[config.mk]
export PLATFORM = sky130hd
export DESIGN_NAME = compare_unit
export DESIGN_NICKNAME = d
export VERILOG_FILES = /design/src/rtl/cmp_pkg.sv /design/src/rtl/cmp_chunk.sv /design/src/rtl/compare_unit.sv
export SDC_FILE = /design/constraint.sdc
export NUM_CORES = 1
export LEC_CHECK = 0
export CAP_MARGIN = 10
export CORE_MARGIN = 10
export CORE_UTILIZATION = 40
export CTS_BUF_LIST = sky130_fd_sc_hd__clkbuf_2 sky130_fd_sc_hd__clkbuf_4 sky130_fd_sc_hd__clkbuf_8
export DETAILED_ROUTE_END_ITERATION = 12
export HOLD_SLACK_MARGIN = 0.1
export PLACE_DENSITY_LB_ADDON = 0.05
export SLEW_MARGIN = 0
export SYNTH_ARGS = -nofsm -noshare
export SYNTH_HDL_FRONTEND = slang
export SYNTH_SLANG_ARGS = --single-unit
[constraint.sdc]
create_clock -name clk -period 4.15 [get_ports clk]
set_input_delay 0.415 -clock clk [delete_from_list [all_inputs] [get_ports clk]]
set_output_delay 0.415 -clock clk [all_outputs]
set_load 0.01 [all_outputs]
[src/rtl/cmp_pkg.sv]
// Shared op codes, FSM state type and op-to-flag mapping for compare_unit.
package cmp_pkg;

    localparam logic [2:0] OP_GT = 3'd0;
    localparam logic [2:0] OP_LT = 3'd1;
    localparam logic [2:0] OP_EQ = 3'd2;
    localparam logic [2:0] OP_NE = 3'd3;
    localparam logic [2:0] OP_GE = 3'd4;
    localparam logic [2:0] OP_LE = 3'd5;

    typedef enum logic [1:0] {
        IDLE = 2'd0,
        SCAN = 2'd1,
        DONE = 2'd2
    } state_t;

    // Reserved codes 6 and 7 fall through to 0.
    function automatic logic op_result(input logic [2:0] op, input logic gt,
                                       input logic eq, input logic lt);
        case (op)
            OP_GT:   return gt;
            OP_LT:   return lt;
            OP_EQ:   return eq;
            OP_NE:   return ~eq;
            OP_GE:   return gt | eq;
            OP_LE:   return lt | eq;
            default: return 1'b0;
        endcase
    endfunction

endpackage

[src/rtl/cmp_chunk.sv]
// Combinational magnitude compare of one CHUNK-bit slice.
module cmp_chunk #(
    parameter int CHUNK = 4
) (
    input  logic [CHUNK-1:0] a,
    input  logic [CHUNK-1:0] b,
    output logic             gt,
    output logic             eq,
    output logic             lt
);

    assign gt = (a > b);
    assign eq = (a == b);
    assign lt = (a < b);

endmodule

[src/rtl/compare_unit.sv]
// Multi-cycle MSB-first chunked comparator with early termination.
// Optional two's-complement mode enabled by defining CMP_SIGNED_EN.
module compare_unit
    import cmp_pkg::*;
#(
    parameter int WIDTH = 20,
    parameter int CHUNK = 4
) (
    input  logic             clk,
    input  logic             rst_n,
    input  logic             start,
    input  logic [WIDTH-1:0] register_A,
    input  logic [WIDTH-1:0] register_B,
    input  logic [2:0]       op,
`ifdef CMP_SIGNED_EN
    input  logic             signed_mode,
`endif
    output logic             busy,
    output logic             done,
    output logic             sign_flag,
    output logic             gt_flag,
    output logic             eq_flag,
    output logic             lt_flag
);

    localparam int NCHUNK = WIDTH / CHUNK;
    localparam int IDX_W  = (NCHUNK > 1) ? $clog2(NCHUNK) : 1;
    localparam logic [IDX_W-1:0] LAST_IDX = IDX_W'(NCHUNK - 1);

    state_t           state;
    logic [WIDTH-1:0] a_q;
    logic [WIDTH-1:0] b_q;
    logic [2:0]       op_q;
    logic [IDX_W-1:0] idx;
    logic             res_gt;
    logic             res_eq;
    logic             res_lt;

    logic [CHUNK-1:0] chunk_a;
    logic [CHUNK-1:0] chunk_b;
    logic             c_gt;
    logic             c_eq;
    logic             c_lt;
    logic [WIDTH-1:0] msb_flip;

    // Flipping the sign bit maps two's-complement order onto unsigned order.
`ifdef CMP_SIGNED_EN
    assign msb_flip = signed_mode ? {1'b1, {(WIDTH-1){1'b0}}} : '0;
`else
    assign msb_flip = '0;
`endif

    always_comb begin
        chunk_a = '0;
        chunk_b = '0;
        for (int k = 0; k < NCHUNK; k++) begin
            if (idx == IDX_W'(k)) begin
                chunk_a = a_q[WIDTH-1-k*CHUNK -: CHUNK];
                chunk_b = b_q[WIDTH-1-k*CHUNK -: CHUNK];
            end
        end
    end

    cmp_chunk #(.CHUNK(CHUNK)) u_chunk (
        .a  (chunk_a),
        .b  (chunk_b),
        .gt (c_gt),
        .eq (c_eq),
        .lt (c_lt)
    );

    always_ff @(posedge clk) begin
        if (!rst_n) begin
            state     <= IDLE;
            busy      <= 1'b0;
            done      <= 1'b0;
            sign_flag <= 1'b0;
            gt_flag   <= 1'b0;
            eq_flag   <= 1'b0;
            lt_flag   <= 1'b0;
            idx       <= '0;
        end else begin
            done <= 1'b0;
            case (state)
                IDLE: begin
                    if (start) begin
                        a_q       <= register_A ^ msb_flip;
                        b_q       <= register_B ^ msb_flip;
                        op_q      <= op;
                        idx       <= '0;
                        busy      <= 1'b1;
                        sign_flag <= 1'b0;
                        gt_flag   <= 1'b0;
                        eq_flag   <= 1'b0;
                        lt_flag   <= 1'b0;
                        state     <= SCAN;
                    end
                end
                SCAN: begin
                    if (!c_eq) begin
                        res_gt <= c_gt;
                        res_lt <= c_lt;
                        res_eq <= 1'b0;
                        state  <= DONE;
                    end else if (idx == LAST_IDX) begin
                        res_gt <= 1'b0;
                        res_lt <= 1'b0;
                        res_eq <= 1'b1;
                        state  <= DONE;
                    end else begin
                        idx <= idx + 1'b1;
                    end
                end
                DONE: begin
                    // Result is published together with the done pulse.
                    done      <= 1'b1;
                    busy      <= 1'b0;
                    gt_flag   <= res_gt;
                    eq_flag   <= res_eq;
                    lt_flag   <= res_lt;
                    sign_flag <= op_result(op_q, res_gt, res_eq, res_lt);
                    state     <= IDLE;
                end
                default: state <= IDLE;
            endcase
        end
    end

endmodule

==> results of run 1 <==
## placed cells by master (no fill, tap or decap), drive strengths merged, types with 3 or more instances in the layout
cell / netlist / final
nand3b: 8 / 8
clkbuf: 3 / 11
clkinv: 0 / 5
nor2b: 4 / 4
nand3: 5 / 5
nor2: 8 / 8
mux2i: 4 / 4
a221o: 4 / 4
ha: 9 / 9
o22ai: 4 / 4
edfxtp: 46 / 46
nand2: 17 / 17
a21oi: 14 / 14
a31oi: 4 / 4
dfxtp: 11 / 11
a221oi: 4 / 4
clkdlybuf4s50: 0 / 51
a22oi: 3 / 3
inv: 14 / 14
## worst min path at each step
| stage | startpoint | end | slack, ns | depth (start not counted) |
|---|---|---|---|---|
| finish | sign_flag$_SDFFE_PN0P_ | sign_flag$_SDFFE_PN0P_ | 0.51 | 2 |
| global route | gt_flag$_SDFFE_PN0P_ | gt_flag$_SDFFE_PN0P_ | 0.55 | 2 |
| floorplan | idx[2]$_SDFFE_PN0P_ | idx[2]$_SDFFE_PN0P_ | 0.47 | 2 |
| CTS | eq_flag$_SDFFE_PN0P_ | eq_flag$_SDFFE_PN0P_ | 0.51 | 2 |
| global placement | lt_flag$_SDFFE_PN0P_ | lt_flag$_SDFFE_PN0P_ | 0.48 | 2 |
| detailed placement | eq_flag$_SDFFE_PN0P_ | eq_flag$_SDFFE_PN0P_ | 0.49 | 2 |
## through the flow
stage / hold WS, ns / setup slack, ns / cell area, um^2 / instances
after detailed placement: 0.4941 / 1.293 / 2968 / 299
final: 0.5087 / 1.256 / 3129 / 315
after floorplan: 0.4711 / 0.9722 / 2420 / 181
after global routing: 0.5497 / 1.071 / 3129 / 315
after CTS: 0.5111 / 1.272 / 3129 / 315
after global placement: 0.4790 / 1.433 / 2968 / 299
## cells by family after synthesis
| logic type | Yosys count |
|---|---|
| mux | 5 |
| fa+ha+maj | 9 |
| buf+inv | 23 |
| simple gates | 50 |
| compound gates | 37 |
| flops | 57 |
## critical path: stages (launching register included)
cell      delay (ns)
dfxtp_1         0.34
ha_1            0.21
ha_1            0.29
or2_1           0.36
a221oi_1        0.36
o22ai_1         0.15
ha_1            0.32
and4_1          0.24
a21oi_1         0.29
## registers in the layout, indices dropped and copies added (netlist names)
| signal | flops |
|---|---|
| eq_flag | 1 |
| b_q | 20 |
| busy | 1 |
| idx | 3 |
| sign_flag | 1 |
| res_eq | 1 |
| a_q | 20 |
| done | 1 |
| op_q | 3 |
| lt_flag | 1 |
| res_gt | 1 |
| res_lt | 1 |
| state | 2 |
| gt_flag | 1 |
## cell type report
type,count,area [um^2]
Inverter,14,52.55
Fill cell,516,2756
Sequential cell,57,1602
Timing Repair Buffer,52,518.0
Tap cell,75,93.84
Multi-Input combinational cell,101,701.9
Clock buffer,11,138.9
Clock inverter,5,22.52
## where the power goes
| group | internal, mW | switching (mW) | total [mW] | leakage [nW] |
|---|---|---|---|---|
| Sequential | 0.647 | 0.00974 | 0.657 | 0.517 |
| Combinational | 0.0595 | 0.0396 | 0.0990 | 0.546 |
| Clock | 0.222 | 0.206 | 0.428 | 0.0888 |
## metal layers
metal	vias to the layer above	share of wire [%]	global-route usage, %
li1	779	-	-
met2	50	51	17.99
met5	-	0	0
met4	0	2.5	6.264
met1	754	39	10.71
met3	13	7.8	5.849
==> results.yml, run 1 <==
run_status:
  outcome: "complete, no violations"
place:
  dp_hpwl_um: 3918
  gp_congestion: 0.8174
  portBuffers: 51
logic_synthesis:
  avgSynthCellArea_um2: 13.37
  async_reset_ff_share_pct: 0
  ys.flop_type: "edfxtp_1"
  synth_nets: 236
  synth_top_area_share_pct: 57.08
  synth_edf_count: 46
  yosys.area_share.adder_pct: 4.654
  synth-xor-area-share_pct: 0
  yosysSeqAreaShare_pct: 66.18
  yosysMostFrequentCell: "edfxtp_1"
  yosysUniqueCellTypes: 33
  muxShareOfSynthArea_pct: 2.120
  synth_seq_cells: 57
  synth_top_family_by_area: "compound AO/OA/AOI/OAI gates"
  netlist_area_um2: 2420
  yosys-top-cells-area: "edfxtp_1 57%, dfxtp_1 9.1%, ha_1 4.7%"
  synth_top_area_cell: "edfxtp_1"
  synthSimpleGateAreaFrac_pct: 10.86
  synth_compound_area_share_pct: 11.07
  synth_common_cells: "46 x edfxtp_1, 17 x nand2_1, 14 x a21oi_1, 14 x inv_1, 11 x dfxtp_1"
  syn_inst: 181
  yosys_warnings: 0
clocking:
  root_buffer: "clkbuf_8"
  cts_tree: "done"
  postCtsHoldBufs: 0
  cts_sinks: 57
  insertion_delay_ns: 0.34
  numCtsBuffers: 9
  ctsLongestPathBuffers: 2
  clk_pin_slew_ns: 0.06
  cts_resized: 0
  cts_setup_buffers: 0
  cts.htree.levels: 3
grt:
  overflow: 0
  grt_max_degree: 25
  grt_pass1_wl_um: 8211
  antenna_found_initial: 0
  grt_pass1_vias: 1761
  grt_use_total_pct: 10.90
drt:
  drc: 0
  drt_iter0_drc: 51
  post_drt_wl_per_cell_um: 16.38
  routed_wirelength_um: 5161
  firstDrtPassIters: 4
  num_vias: 1596
  drt-vias-per-instance: 5.067
  ant_nets: 0
sta:
  setup_viol: 0
  fin_setup_tns_ns: 0
  finalClockSkew_ns: 0.007947
  finalHoldViolations: 0
  fmax_mhz: 345.5
  rsz0062_at_grt: "no"
  worst_slew_pin_slew_ns: 0.6173
  finalCritPeriodShare_pct: 69.74
  fin_crit_ns: 2.894
  relSlewSlack_pct: 58.75
  slew_violations: 0
setup_path:
  rr_startpoint: "idx[0]$_SDFFE_PN0P_"
  crit_type: "flip-flop to flip-flop"
  critPathLaunchType: "flip-flop"
  critPathCaptureType: "flip-flop"
  cp-endpoint: "res_eq$_SDFFCE_PP0P_"
  worstPathRequired_ns: 4.16
  crit_arrival_ns: 2.91
  cp_max_fo: 9
  reg2reg_depth: 8
  cp-startpoint: "idx[0]$_SDFFE_PN0P_"
  r2r-end: "res_eq$_SDFFCE_PP0P_"
  r2r_slack_ns: 1.26
pwr:
  cellPowerDensity_nw_per_um2: 378.2
  peakVddDrop_mv: 0.1975
  total_power_mw: 1.184
  leakage_nw: 1.151
die:
  row_count: 28
  start_util_pct: 41.11
  chipWidth_um: 97.78
  die_h_um: 97.78
  die_area_um2: 9561
  pin_count: 52
  core-area_um2: 5886
layout:
  areaGrowthSynthToFinish_pct: 29.32
  fin_util_pct: 53.17
  nets: 290
  diodes: 0
  drive_gt1_share_pct: 8.750
flow_run:
  maxCapViolations: 0
hold_path:
  hold_path.class: "flip-flop to flip-flop"
(Power assumes the default switching activity.)
==> inputs of run 2 (changes only) <==
Clock period 4.15 ns to 2.3 ns, I/O delays scaled along.
==> results.yml, run 2 (synthesis results as in run 1) <==
run_status:
  outcome: "complete, but fails checks"
  violations: "setup timing"
sta:
  finalClockSkew_ns: 0.006285
  finalHoldViolations: 0
  finalWorstSetupSlack_ns: -0.1462
  finalCritPeriodShare_pct: 106.4
  fin_crit_ns: 2.446
  worst_slew_pin_slew_ns: 0.4173
  slew_violations: 0
  hold_ws_ns: 0.4462
  rsz0062_at_grt: "yes"
  fmax_mhz: 408.8
  setup_viol: 9
  relSlewSlack_pct: 72.12
die:
  pin_count: 52
  die_area_um2: 9561
  start_util_pct: 41.11
  chipWidth_um: 97.78
  row_count: 28
  die_h_um: 97.78
  core-area_um2: 5886
layout:
  drive_gt1_share_pct: 18.73
  nFillCells: 476
  multi_input_area_um2: 838.3
  layout_common_cells: "51 x clkdlybuf4s50_1, 46 x edfxtp_1, 17 x nand2_1, 14 x inv_1, 12 x a21oi_1"
  final_common_cell: "clkdlybuf4s50_1"
  reg_top3: "a_q x20, b_q x20"
  stdcell_count: 326
  nets: 301
  diodes: 0
  fin_util_pct: 59.27
  ff_latch_area_um2: 1609
  areaGrowthSynthToFinish_pct: 44.16
drt:
  firstDrtPassIters: 4
  drt_iter0_drc: 54
  post_drt_wl_per_cell_um: 16.48
  ant_nets: 0
  routed_wirelength_um: 5374
  drc: 0
  drt-vias-per-instance: 5.089
  num_vias: 1659
setup_path:
  cp_max_fo: 8
  crit_family: "compound AO/OA/AOI/OAI gates"
  cpPeakStageDelay_ns: 0.36
  worstPathRequired_ns: 2.33
  crit_top_cell: "ha_4"
  worst_path_max_delay_cell: "dfxtp_4"
  crit_type: "flip-flop to flip-flop"
  critPathLaunchType: "flip-flop"
  path_cells: "ha_4, ha_4, or2_4, a221o_1, a31oi_2, ha_1, and4_4, a21oi_4"
  critPathCaptureType: "flip-flop"
  crit_buf_inv: 0
  crit_arrival_ns: 2.48
grt:
  grt_pass1_vias: 1731
  grt_use_total_pct: 11.36
  antenna_found_initial: 0
  grt_max_degree: 25
  overflow: 0
  grt_pass1_wl_um: 8480
flow_run:
  maxCapViolations: 0
clocking:
  cts_sinks: 57
  ctsLongestPathBuffers: 2
  insertion_delay_ns: 0.33
  clk_pin_slew_ns: 0.07
  cts.htree.levels: 3
  cts_tree: "done"
  numCtsBuffers: 9
  root_buffer: "clkbuf_8"
pwr:
  peakVddDrop_mv: 0.5282
  leakage_nw: 1.273
  cellPowerDensity_nw_per_um2: 742.1
place:
  dp_hpwl_um: 3895
  place_ws_ns: -0.5443
  dpl.cell_count: 306
  gp_congestion: 0.7752
  portBuffers: 51
hold_path:
  hold_path.class: "input port to flip-flop"
[run 2: cell types whose count changed in the layout (fill, tap and decap cells not counted), sizes merged]
cell and delta:
buf +11, bufinv +4, clkbuf -2, clkinv -2
[run 2: worst register-to-register path: stages, from the launching register on]
cell,delay [ns]
dfxtp_4,0.36
ha_4,0.16
ha_4,0.15
or2_4,0.30
a221o_1,0.33
a31oi_2,0.16
ha_1,0.26
and4_4,0.24
a21oi_4,0.19
[run 2: worst paths after layout]
kind / startpoint / slack (ns) / to / cells past startpoint
worst max-delay path: idx[1]$_SDFFE_PN0P_ / -0.15 / res_lt$_SDFFCE_PN0P_ / 8
worst min-delay path: register_A[6] / 0.45 / a_q[6]$_DFFE_PP_ / 1
worst max register to register: idx[1]$_SDFFE_PN0P_ / -0.15 / res_lt$_SDFFCE_PN0P_ / 8
worst min register to register: lt_flag$_SDFFE_PN0P_ / 0.52 / lt_flag$_SDFFE_PN0P_ / 2
[run 2: stage by stage]
step / cell area [um^2] / power (mW) / setup TNS, ns
final: 3488 / 2.589 / -0.9594
after global routing: 3488 / 2.683 / -1.949
after CTS: 3462 / 2.610 / -0.7315
after detailed placement: 3097 / 1.400 / -4.335
after global placement: 3097 / 1.392 / -2.542
after floorplan: 2472 / 1.278 / -1.459
[run 2: power breakdown]
| group | switching, mW | internal (mW) | total [mW] |
|---|---|---|---|
| Clock | 0.385 | 0.820 | 1.20 |
| Sequential | 0.0163 | 1.16 | 1.18 |
| Combinational | 0.0810 | 0.123 | 0.204 |
[run 2: cell type report]
type,count,share of cell area [%]
Sequential cell,57,46.13
Multi-Input combinational cell,101,24.03
Timing Repair Buffer,63,18.29
Clock inverter,7,3.802
Clock buffer,9,3.551
Tap cell,75,2.690
Inverter,14,1.506
[run 2: layer usage]
layer,vias up,track usage [%],wire (um)
met5,-,0,0
met3,14,5.074,350
met2,57,19.16,2735
met1,784,11.28,2143
li1,804,-,-
met4,0,6.935,144
[run 2: timing repair]
item | 4_1_cts | 5_1_grt
buffers inserted | 2 | 2
resized for setup | 18 | 1
gates cloned | 0 | 0
endpoints found under the hold margin | 0 | 0
endpoints found under the setup margin | 11 | 11
pin swaps | 4 | 3
hold buffers | 0 | 0
==> inputs of run 3 (changes only) <==
Settings changed: CORE_ASPECT_RATIO set to 1.4.
==> results.yml, run 3 (synthesis results as in run 1) <==
layout:
  final_common_cell: "clkdlybuf4s50_1"
  diodes: 0
  nFillCells: 483
  reg_top3: "a_q x20, b_q x20"
  nets: 303
  multi_input_area_um2: 818.3
  stdcell_count: 323
  ff_latch_area_um2: 1609
  drive_gt1_share_pct: 20.95
  areaGrowthSynthToFinish_pct: 40.90
  layout_common_cells: "51 x clkdlybuf4s50_1, 46 x edfxtp_1, 16 x nand2_1, 12 x inv_1, 12 x a21oi_1"
clocking:
  ctsLongestPathBuffers: 2
  root_buffer: "clkbuf_8"
  numCtsBuffers: 9
  clk_pin_slew_ns: 0.07
  cts_sinks: 57
  cts.htree.levels: 3
  insertion_delay_ns: 0.34
  cts_tree: "done"
drt:
  firstDrtPassIters: 4
  met2_length_um: 2948
  drt-vias-per-instance: 5.124
  wl_met1_um: 2003
  ant_nets: 0
  routed_wirelength_um: 5400
  drc: 0
  drt_iter0_drc: 50
  top_layer: "met4"
  post_drt_wl_per_cell_um: 16.72
  num_vias: 1655
  dr_wl_met3_um: 326
run_status:
  violations: "setup timing"
  outcome: "complete, but fails checks"
sta:
  finalClockSkew_ns: 0.008685
  finalHoldViolations: 0
  slew_violations: 0
  setup_viol: 6
  fmax_mhz: 420.8
  finalCritPeriodShare_pct: 103.3
  worst_slew_pin_slew_ns: 0.4209
  finalWorstSetupSlack_ns: -0.07639
  fin_crit_ns: 2.376
  relSlewSlack_pct: 71.89
  rsz0062_at_grt: "yes"
pwr:
  peakVddDrop_mv: 0.4208
  power_switching_uw: 481.5
  cellPowerDensity_nw_per_um2: 665.1
  clkPwrFrac_pct: 39.3
  sw_frac_of_total_pct: 21.23
  internal_power_mw: 1.786
  total_power_mw: 2.268
  pwr-share-seq_pct: 52.1
  pwr-share-comb_pct: 8.6
  leakage_nw: 1.243
grt:
  antenna_found_initial: 0
  grt_pass1_wl_um: 9080
  grt_max_degree: 44
  grt_pass1_vias: 1845
  overflow: 0
  grt_use_total_pct: 11.97
hold_path:
  hold_path.class: "input port to flip-flop"
die:
  start_util_pct: 41.27
  core-area_um2: 5863
  die_h_um: 112.0
  pin_count: 52
  row_count: 33
  chipWidth_um: 85.74
  die_area_um2: 9605
setup_path:
  crit_type: "flip-flop to flip-flop"
  crit_top_cell: "ha_4"
  worstPathRequired_ns: 2.33
  crit_arrival_ns: 2.41
  critPathLaunchType: "flip-flop"
  path_cells: "ha_4, ha_4, or2_4, a221o_1, a31oi_2, ha_1, and4_4, a21oi_4"
  critPathCaptureType: "flip-flop"
  worst_path_max_delay_cell: "dfxtp_4"
  cpPeakStageDelay_ns: 0.36
  cp_max_fo: 8
place:
  portBuffers: 51
  gp_congestion: 0.7662
  dpl.cell_count: 304
  place_ws_ns: -0.3120
  dp_hpwl_um: 3922
flow_run:
  maxCapViolations: 0
==> run 3: cell types whose count changed in the layout (fill, tap and decap cells not counted), sizes merged <==
cell and change:
clkinvlp +2, clkbuf +1, buf +2, bufinv -3
==> run 3: per-layer routing <==
layer	up-vias	track usage, %
met1	788	11.45
met3	15	4.559
met5	-	0
met4	0	6.828
met2	48	21.14
li1	804	-
==> run 3: power groups by stage <==
stage,Combinational (mW),Sequential [mW],Clock (mW)
after global placement,0.183,1.21,0
after CTS,0.195,1.18,0.907
after floorplan,0.0766,1.20,0
after global routing,0.214,1.18,0.969
final,0.196,1.18,0.891
after detailed placement,0.190,1.21,0
==> run 3: critical path: cells and delay by family, from the launching register on <==
| family | cells | cell delay [ns] |
|---|---|---|
| compound gates | 3 | 0.60 |
| simple gates | 2 | 0.52 |
| fa+ha+maj | 3 | 0.59 |
| flops | 1 | 0.36 |
==> run 3: stage by stage <==
step	setup TNS, ns	cell area (um^2)	util (%)	hold WS (ns)
2_1_floorplan	-1.459	2472	-	0.3289
3_3_place_gp	-1.716	3100	52.88	0.4825
3_5_place_dp	-2.271	3100	52.88	0.4913
4_1_cts	-0.5262	3372	57.51	0.4332
5_1_grt	-1.023	3410	58.15	0.4247
6_report	-0.3482	3410	58.15	0.4424
==> run 3: worst paths after layout <==
kind	startpoint	endpoint	slack (ns)	cells after the start
worst max-delay path	idx[1]$_SDFFE_PN0P_	res_gt$_SDFFCE_PN0P_	-0.08	8
worst min-delay path	register_A[13]	a_q[13]$_DFFE_PP_	0.44	1
worst max register to register	idx[1]$_SDFFE_PN0P_	res_gt$_SDFFCE_PN0P_	-0.08	8
worst min register to register	gt_flag$_SDFFE_PN0P_	gt_flag$_SDFFE_PN0P_	0.50	2
==> run 3: area by class of cell <==
type / count / area share [%]
inverters: 14 / 1.541
flip-flops and latches: 57 / 47.19
repair buffers: 65 / 19.12
multi-input cells: 101 / 24.00
clock buffers: 10 / 3.853
clock inverters: 6 / 1.725
well taps: 70 / 2.569
==> run 3: repair_timing <==
action                     4_1_cts  5_1_grt
pin swaps                       12        9
setup endpoints to repair       11        9
hold buffers                     0        0
cloned                           1        0
gates resized for setup         17        7
buffers inserted                 2        0
